## config.mk

```make
export PLATFORM = sky130hd
export DESIGN_NAME = uart_mem_dump_fill
export DESIGN_NICKNAME = d
export VERILOG_FILES = /design/src/rtl/uart_mem_dump_fill.sv
export SDC_FILE = /design/constraint.sdc
export NUM_CORES = 2
export LEC_CHECK = 0
export BUFFER_PORTS_ARGS = -buffer_cell sky130_fd_sc_hd__buf_2
export CAP_MARGIN = 20
export CORE_UTILIZATION = 50
export DETAILED_ROUTE_END_ITERATION = 8
export PLACE_DENSITY = 0.79
export SKIP_CTS_REPAIR_TIMING = 1
export SLEW_MARGIN = 25
export SYNTH_ARGS = -nofsm -noshare
export SYNTH_HDL_FRONTEND = slang
export SYNTH_SLANG_ARGS = --single-unit
```

## constraint.sdc

```tcl
create_clock -name clk -period 23.6 [get_ports clk]
set_input_delay 4.72 -clock clk [delete_from_list [all_inputs] [get_ports clk]]
set_output_delay 4.72 -clock clk [all_outputs]
set_load 0.02 [all_outputs]
```

## src/rtl/uart_mem_dump_fill.sv

```systemverilog
// Monitor memory engine: single-word writes, ranged dumps and ranged pattern fills
// against a LANES-wide data RAM; one fetched line feeds every packet it contains.
module uart_mem_dump_fill #(
    parameter int LANES     = 4,
    parameter int SND_WORDS = 2
) (
    input  logic                    clk,
    input  logic                    rst,
    input  logic [31:0]             uart_data,
    input  logic                    wadr_set,
    input  logic                    wdata_en,
    input  logic                    rd_start_set,
    input  logic                    rd_end_set,
    input  logic                    rd_stop,
    input  logic                    fill_start_set,
    input  logic                    fill_pat_set,
    input  logic                    fill_end_set,
    input  logic                    fill_incr,
    output logic [31:0]             d_ram_radr,
    output logic                    d_ram_rreq,
    input  logic [32*LANES-1:0]     d_ram_rdata,
    input  logic                    d_ram_rvalid,
    output logic [31:0]             d_ram_wadr,
    output logic [32*LANES-1:0]     d_ram_wdata,
    output logic [4*LANES-1:0]      d_ram_wmask,
    output logic                    d_ram_wreq,
    input  logic                    d_ram_wresp,
    output logic                    snd_start,
    output logic [32*SND_WORDS-1:0] snd_data,
    input  logic                    snd_done,
    output logic                    busy,
    output logic                    err
);
    localparam int LW = $clog2(LANES);
    localparam int DW = 32 * LANES;
    localparam int MW = 4 * LANES;
    localparam int PW = 32 * SND_WORDS;
    localparam logic [30:0] SND_ALIGN  = ~(31'(SND_WORDS) - 31'd1);
    localparam logic [31:0] LINE_ALIGN = ~(32'(4 * LANES) - 32'd1);

    typedef enum logic [3:0] {
        S_IDLE  = 4'd0,
        S_RREQ  = 4'd1,
        S_RWAIT = 4'd2,
        S_SEND  = 4'd3,
        S_SWAIT = 4'd4,
        S_FCHK  = 4'd5,
        S_FWR   = 4'd6,
        S_FWAIT = 4'd7
    } state_t;

    function automatic logic [31:0] line_addr(input logic [29:0] word_adr);
        return {word_adr, 2'b00} & LINE_ALIGN;
    endfunction

    function automatic logic [MW-1:0] lane_mask(input logic [LW-1:0] lane);
        logic [MW-1:0] m;
        m = {MW{1'b1}};
        m[4*int'(lane) +: 4] = 4'b0000;
        return m;
    endfunction

    state_t         state_r;
    logic [29:0]    wadr_r;
    logic [29:0]    rd_start_r;
    logic [29:0]    fill_start_r;
    logic [31:0]    pat_r;
    logic [31:0]    fpat_r;
    logic           incr_r;
    logic [30:0]    cur_r;
    logic [30:0]    end_r;
    logic [DW-1:0]  line_r;
    logic [31:0]    radr_r;
    logic           rreq_r;
    logic [31:0]    fwadr_r;
    logic [DW-1:0]  fwdata_r;
    logic [MW-1:0]  fwmask_r;
    logic           fwreq_r;
    logic           snd_start_r;
    logic [PW-1:0]  snd_data_r;
    logic           err_r;

    logic           idle_s;
    logic           start_dump_s;
    logic           start_fill_s;
    logic           single_wr_s;
    logic           strobe_any_s;
    logic           err_set_s;
    logic [30:0]    dump_base_s;
    logic [30:0]    snd_nxt_s;
    logic           full_line_s;
    logic           unused_s;

    assign idle_s       = (state_r == S_IDLE);
    assign start_dump_s = idle_s & rd_end_set;
    assign start_fill_s = idle_s & fill_end_set & ~rd_end_set;
    assign single_wr_s  = idle_s & wdata_en & ~rd_end_set & ~fill_end_set;
    assign strobe_any_s = wadr_set | wdata_en | rd_start_set | rd_end_set
                        | fill_start_set | fill_pat_set | fill_end_set;
    // Same-cycle starters lose to rd_end_set, then fill_end_set.
    assign err_set_s    = (~idle_s & strobe_any_s)
                        | (idle_s & rd_end_set & (fill_end_set | wdata_en))
                        | (idle_s & fill_end_set & wdata_en);
    assign dump_base_s  = {1'b0, rd_start_r} & SND_ALIGN;
    assign snd_nxt_s    = cur_r + 31'(SND_WORDS);
    assign full_line_s  = (cur_r[LW-1:0] == '0) && ((cur_r + 31'(LANES - 1)) <= end_r);
    assign unused_s     = ^uart_data[1:0];

    // Command operand registers and sticky error flag.
    always_ff @(posedge clk or posedge rst) begin
        if (rst) begin
            wadr_r       <= 30'd0;
            rd_start_r   <= 30'd0;
            fill_start_r <= 30'd0;
            pat_r        <= 32'd0;
            err_r        <= 1'b0;
        end else begin
            if (err_set_s) begin
                err_r <= 1'b1;
            end
            if (idle_s) begin
                if (wadr_set) begin
                    wadr_r <= uart_data[31:2];
                end else if (single_wr_s) begin
                    wadr_r <= wadr_r + 30'd1;
                end
                if (rd_start_set) begin
                    rd_start_r <= uart_data[31:2];
                end
                if (fill_start_set) begin
                    fill_start_r <= uart_data[31:2];
                end
                if (fill_pat_set) begin
                    pat_r <= uart_data;
                end
            end
        end
    end

    // Dump/fill sequencer with registered request and packet outputs.
    always_ff @(posedge clk or posedge rst) begin
        if (rst) begin
            state_r     <= S_IDLE;
            cur_r       <= 31'd0;
            end_r       <= 31'd0;
            fpat_r      <= 32'd0;
            incr_r      <= 1'b0;
            line_r      <= '0;
            radr_r      <= 32'd0;
            rreq_r      <= 1'b0;
            fwadr_r     <= 32'd0;
            fwdata_r    <= '0;
            fwmask_r    <= {MW{1'b1}};
            fwreq_r     <= 1'b0;
            snd_start_r <= 1'b0;
            snd_data_r  <= '0;
        end else begin
            case (state_r)
                S_IDLE: begin
                    if (start_dump_s) begin
                        end_r   <= {1'b0, uart_data[31:2]};
                        cur_r   <= dump_base_s;
                        radr_r  <= line_addr(dump_base_s[29:0]);
                        rreq_r  <= 1'b1;
                        state_r <= S_RREQ;
                    end else if (start_fill_s) begin
                        end_r   <= {1'b0, uart_data[31:2]};
                        cur_r   <= {1'b0, fill_start_r};
                        fpat_r  <= pat_r;
                        incr_r  <= fill_incr;
                        state_r <= S_FCHK;
                    end
                end
                S_RREQ: begin
                    rreq_r  <= 1'b0;
                    state_r <= rd_stop ? S_IDLE : S_RWAIT;
                end
                S_RWAIT: begin
                    if (rd_stop) begin
                        state_r <= S_IDLE;
                    end else if (d_ram_rvalid) begin
                        line_r  <= d_ram_rdata;
                        state_r <= S_SEND;
                    end
                end
                S_SEND: begin
                    if (rd_stop) begin
                        state_r <= S_IDLE;
                    end else begin
                        snd_data_r  <= line_r[32*int'(cur_r[LW-1:0]) +: PW];
                        snd_start_r <= 1'b1;
                        state_r     <= S_SWAIT;
                    end
                end
                S_SWAIT: begin
                    snd_start_r <= 1'b0;
                    if (rd_stop) begin
                        state_r <= S_IDLE;
                    end else if (snd_done) begin
                        cur_r <= snd_nxt_s;
                        // Carry bit set means the address space wrapped.
                        if (snd_nxt_s[30] || (snd_nxt_s > end_r)) begin
                            state_r <= S_IDLE;
                        end else if (snd_nxt_s[LW-1:0] == '0) begin
                            radr_r  <= line_addr(snd_nxt_s[29:0]);
                            rreq_r  <= 1'b1;
                            state_r <= S_RREQ;
                        end else begin
                            state_r <= S_SEND;
                        end
                    end
                end
                S_FCHK: begin
                    fwadr_r <= line_addr(cur_r[29:0]);
                    fwreq_r <= 1'b1;
                    state_r <= S_FWR;
                    if (full_line_s) begin
                        for (int i = 0; i < LANES; i++) begin
                            fwdata_r[32*i +: 32] <= incr_r ? (fpat_r + 32'(i)) : fpat_r;
                        end
                        fwmask_r <= {MW{1'b0}};
                        cur_r    <= cur_r + 31'(LANES);
                        fpat_r   <= fpat_r + (incr_r ? 32'(LANES) : 32'd0);
                    end else begin
                        fwdata_r <= {LANES{fpat_r}};
                        fwmask_r <= lane_mask(cur_r[LW-1:0]);
                        cur_r    <= cur_r + 31'd1;
                        fpat_r   <= fpat_r + (incr_r ? 32'd1 : 32'd0);
                    end
                end
                S_FWR: begin
                    fwreq_r  <= 1'b0;
                    fwmask_r <= {MW{1'b1}};
                    state_r  <= S_FWAIT;
                end
                S_FWAIT: begin
                    if (d_ram_wresp) begin
                        if (cur_r[30] || (cur_r > end_r)) begin
                            state_r <= S_IDLE;
                        end else begin
                            state_r <= S_FCHK;
                        end
                    end
                end
                default: begin
                    state_r <= S_IDLE;
                end
            endcase
        end
    end

    // Write port: the single-word write bypasses the fill write registers.
    always_comb begin
        d_ram_wreq = fwreq_r | single_wr_s;
        if (single_wr_s) begin
            d_ram_wadr  = line_addr(wadr_r);
            d_ram_wdata = {LANES{uart_data}};
            d_ram_wmask = lane_mask(wadr_r[LW-1:0]);
        end else begin
            d_ram_wadr  = fwadr_r;
            d_ram_wdata = fwdata_r;
            d_ram_wmask = fwmask_r;
        end
    end

    assign d_ram_radr = radr_r;
    assign d_ram_rreq = rreq_r;
    assign snd_start  = snd_start_r;
    assign snd_data   = snd_data_r;
    assign busy       = ~idle_s;
    assign err        = err_r;

endmodule
```

# Word-level counts from Yosys, hierarchy flattened

Index checks and enable logic that the tools add are counted.

Memories: 0
Memory bits (read-only): 0
Bits in registers: 621
Bits of input ports: 174
RAM bits: 0
Logic and storage cells: 167
Bits in latches: 0

Divide/modulo/power cells: 0
Bitwise logic cells: 28
Order comparisons: 3
Reductions and logical operators: 28
Shift-type cells: 5
Eq/ne operators: 19
Multipliers: 0
$add $sub $neg: 12
Multiplexer cells: 53

Operators with widths:

| cell                       | count |
|---|---|
| $mux W32                   | 12 |
| $mux W128                  | 2 |
| $mux W31                   | 7 |
| $pmux W32 S2               | 2 |
| $shiftx A128 B8 Y64        | 1 |
| $pmux W31 S3               | 1 |
| $neg A4 Y33                | 2 |
| $shift A4 B33 Y16 const A  | 2 |
| $shiftx A4 B33 Y16 const A | 2 |
| $add A32 B2 Y32 const B    | 2 |
| $add A31 B2 Y31 const B    | 2 |
| $gt A31 B31 Y1             | 2 |
| $mux W30                   | 2 |
| $add A32 B1 Y32            | 1 |
| $add A32 B1 Y32 const B    | 1 |
| $add A32 B3 Y32            | 1 |
| $mux W16                   | 2 |
| $not A16 Y16               | 2 |
| $or A16 B16 Y16            | 2 |
| $pmux W16 S2               | 1 |
| $pmux W4 S8                | 1 |
| $add A31 B1 Y31 const B    | 1 |
| $add A31 B3 Y31 const B    | 1 |
| $le A31 B31 Y1             | 1 |
| other kinds (27)           | 95 |

# Depth between registers and ports, before layout

Word-level depth: 9
Mapped depth: 28

# Worst setup path before layout

OpenSTA, ideal clock, no wires.

Kind: in2out
Start point: in rd_end_set
End point: out d_ram_wmask[10]
Setup slack: 12.325 ns
Data arrival time: 6.555 ns
Path buffers: 4
Stages on the path: 7
Cell sequence: clkbuf_1 nor3_1 nand2_1 clkbuf_1 clkbuf_1 o21ai_0 buf_4

Longest elaborated chain between the ends: 4

Ends and longest elaborated chain:

| item                       | line | RTL |
|---|---|---|
| start, declared            | 13   | `input logic rd_end_set,` |
| $not A1 Y1                 | 97   | `assign single_wr_s = idle_s & wdata_en & ~rd_end_set & ~fill_end_set;` |
| $and A1 B1 Y1 (2 in a row) | 97   |  |
| $mux W16                   | 255  | `if (single_wr_s) begin` |
| end, declared              | 25   | `output logic [4*LANES-1:0] d_ram_wmask,` |

No other way between the ends.

# Worst setup path after layout

Start point: in rd_end_set
End point: out d_ram_wmask[3]

Same word-level chain as after synthesis.

==> results.toml <==
[run_status]
outcome = "finished with violations"
violations = "DRC"

[yosys]
synthTopCellsByArea = "dfrtp_1 44%, nand2_1 9.0%, mux2_2 8.7%, ha_1 4.1%, o21ai_0 3.7%"
synth_flop_cell = "dfrtp_1"
synth_most_common_cell = "nand2_1"
synthTopCellsByCount = "803 x nand2_1, 596 x dfrtp_1, 260 x mux2_2, 249 x o21ai_0, 237 x nor2_1"
synth.top_cell.area_share = 0.443
yosysSeqAreaShare = 0.446
yosysTopAreaCell = "dfrtp_1"
yosys_warnings = 0
syn_avg_cell_area_um2 = 9.22
synth-edff-count = 0
yosys_register_bits = 600
synth_cells = 3649
netlist_area_um2 = 33600
ys_types = 84
synthArstFlopShare = 1.00

[critical_path]
critical_path_class = "input pin to output port"
critPathCaptureType = "output port"
cp.arrival_ns = 7.38
crit_required_ns = 18.88
cp-start-kind = "input pin"
critPathMaxFanout = 69

[route]
wl_met3_um = 11300
vias = 29000
routed.top_layer = "met5"
wl_per_cell_um = 22.4
route.antenna.remaining_nets = 0
vias_per_cell = 6.00
routed_wl_um = 108000
met1_length_um = 43000
wl_met2_um = 49200
drc = 38
dr.pass1.iters = 9
drt_iter0_drc = 2932

[cells_and_area]
final_core_util = 0.581
layout.nets = 4201
finalNonFillerCells = 4836
drive_gt1_frac = 0.237
post-route-cell-area_um2 = 38500
area_delta_synth_final_pct = 14.5

[timing]
hold_ws_ns = 0.467
final.setup_skew_ns = 0.0294
relSlewSlack = 0.292
max_freq_ghz = 0.0827
fin_crit_sh = 0.513
setup_viol = 0
totalNegativeSetupSlack_ns = 0
max_slew.worst_pin.slew_ns = 1.06
maxSlewViolCount = 0
hold_viol_final = 0
worst_slack_ns = 11.50
rsz0062_at_grt = "no"
post-route-min-period_ns = 12.10

[power_and_ir_drop]
leakage_nw = 18.0
pwr_density_cell_nw_per_um2 = 157
vdd_drop_max_uv = 102
power_mw = 6.06

[floorplanning]
num_rows = 94
core_area_um2 = 66200
die-area_um2 = 68300
start_util = 0.508
die_y_um = 261
ios = 451
die_w_um = 261

[place]
dp.cells = 4708
globalplace.congestion = 0.952
port_buffers = 442
place_ws_ns = 11.62
dp_hpwl_um = 76200
placed_cell_area_um2 = 36100

[clock_network]
cts.path.max_buffers = 3
cts_tree = "done"
cts.sinks = 600
htreeDepth = 3
cts_made_buffers = 69
worstSkewPairLatency_ns = 0.61
clock-root-buffer = "clkbuf_16"
clk_pin_slew_ns = 0.06

[global_routing]
grt_max_degree = 180
antenna_found_initial = 4
first_global_vias = 28000
grt_overflow = 0
track_usage = 0.316
grt_first_pass_wirelength_um = 166000

[worst_hold_path]
hold_class = "register to register"

[job]
cap_violations = 0
-- state kept, by name, summed over array words and instances, names as in the netlist, 29 cells and up --
name and flops:
fill_start_r 30, cur_r 31, wadr_r 30, snd_data 64, line_r 128, end_r 30, fpat_r 32, rd_start_r 29
pat_r 32, fwdata_r 126
-- path summary, 6_finish.rpt --
path | startpoint | to | slack, ns | depth (start not counted)
setup / recovery | rd_end_set | d_ram_wmask[3] | 11.50 | 7
hold / removal | err | err | 0.47 | 1
setup reg to reg | cur_r[1] | fpat_r[29] | 15.53 | 26
hold reg to reg | err | err | 0.47 | 1
max in group asynchronous | rst | fpat_r[4] | 17.19 | 4
min in group asynchronous | rst | line_r[38] | 4.26 | 2
-- area by class of cell --
type / count / area (um^2)
well taps: 864 / 1080
diodes: 3 / 7.51
repair buffers: 481 / 2550
clock inverters: 30 / 395
multi-input cells: 2701 / 17200
clock buffers: 94 / 1990
fillers: 5726 / 27700
inverters: 63 / 249
flip-flops and latches: 600 / 15000
-- layout by cell type, fill, tap and decap left out, types with 10 or more instances in the layout --
cell	n
nand2b_1	15
mux4_2	32
ha_1	111
a31oi_1	10
or3_1	15
mux2_2	260
inv_1	61
buf_4	35
mux2i_1	56
dfrtp_1	594
clkbuf_1	10
o22ai_1	29
nor4_1	44
a21o_1	26
o21ai_0	248
xnor2_1	113
nor3_1	66
o31ai_1	14
a21oi_1	224
clkbuf_16	71
and4_1	12
nand2_1	799
nand4_1	51
and2_1	25
nand3_1	69
xor2_1	39
nor2_1	235
buf_2	442
clkinv_2	12
and3_1	21
clkbuf_8	13
-- metal layers --
metal | GRT usage | vias to the layer above
li1 | - | 13100
met1 | 0.418 | 14200
met2 | 0.489 | 1476
met3 | 0.0808 | 250
met4 | 0.146 | 4
met5 | 0 | -
-- worst max-delay path, stage by stage --
cell and delay [ns]:
buf_2 0.16, nor3_1 0.49, nand2_4 0.36, buf_4 0.43, buf_4 0.40, o21ai_0 0.47
buf_2 0.25
-- cells by family (layout without fill, tap and decap cells) --
kind of cell,count (synthesis),count (layout),share of synthesized area
compound gates,655,655,0.112
xor+xnor,152,152,0.0396
fa+ha+maj,112,112,0.0416
buf+inv,355,668,0.0447
flops,600,600,0.446
mux,359,359,0.130
other cells,1,11,0.000111
simple gates,1415,1415,0.186
-- where the power goes --
group	internal, mW	total (mW)	switching, mW	leakage (nW)
logic	1.12	2.89	1.76	9.65
registers	1.54	2.04	0.499	7.21
clock network	0.683	1.14	0.453	1.18
No activity file was read; power rests on OpenSTA's default activity.
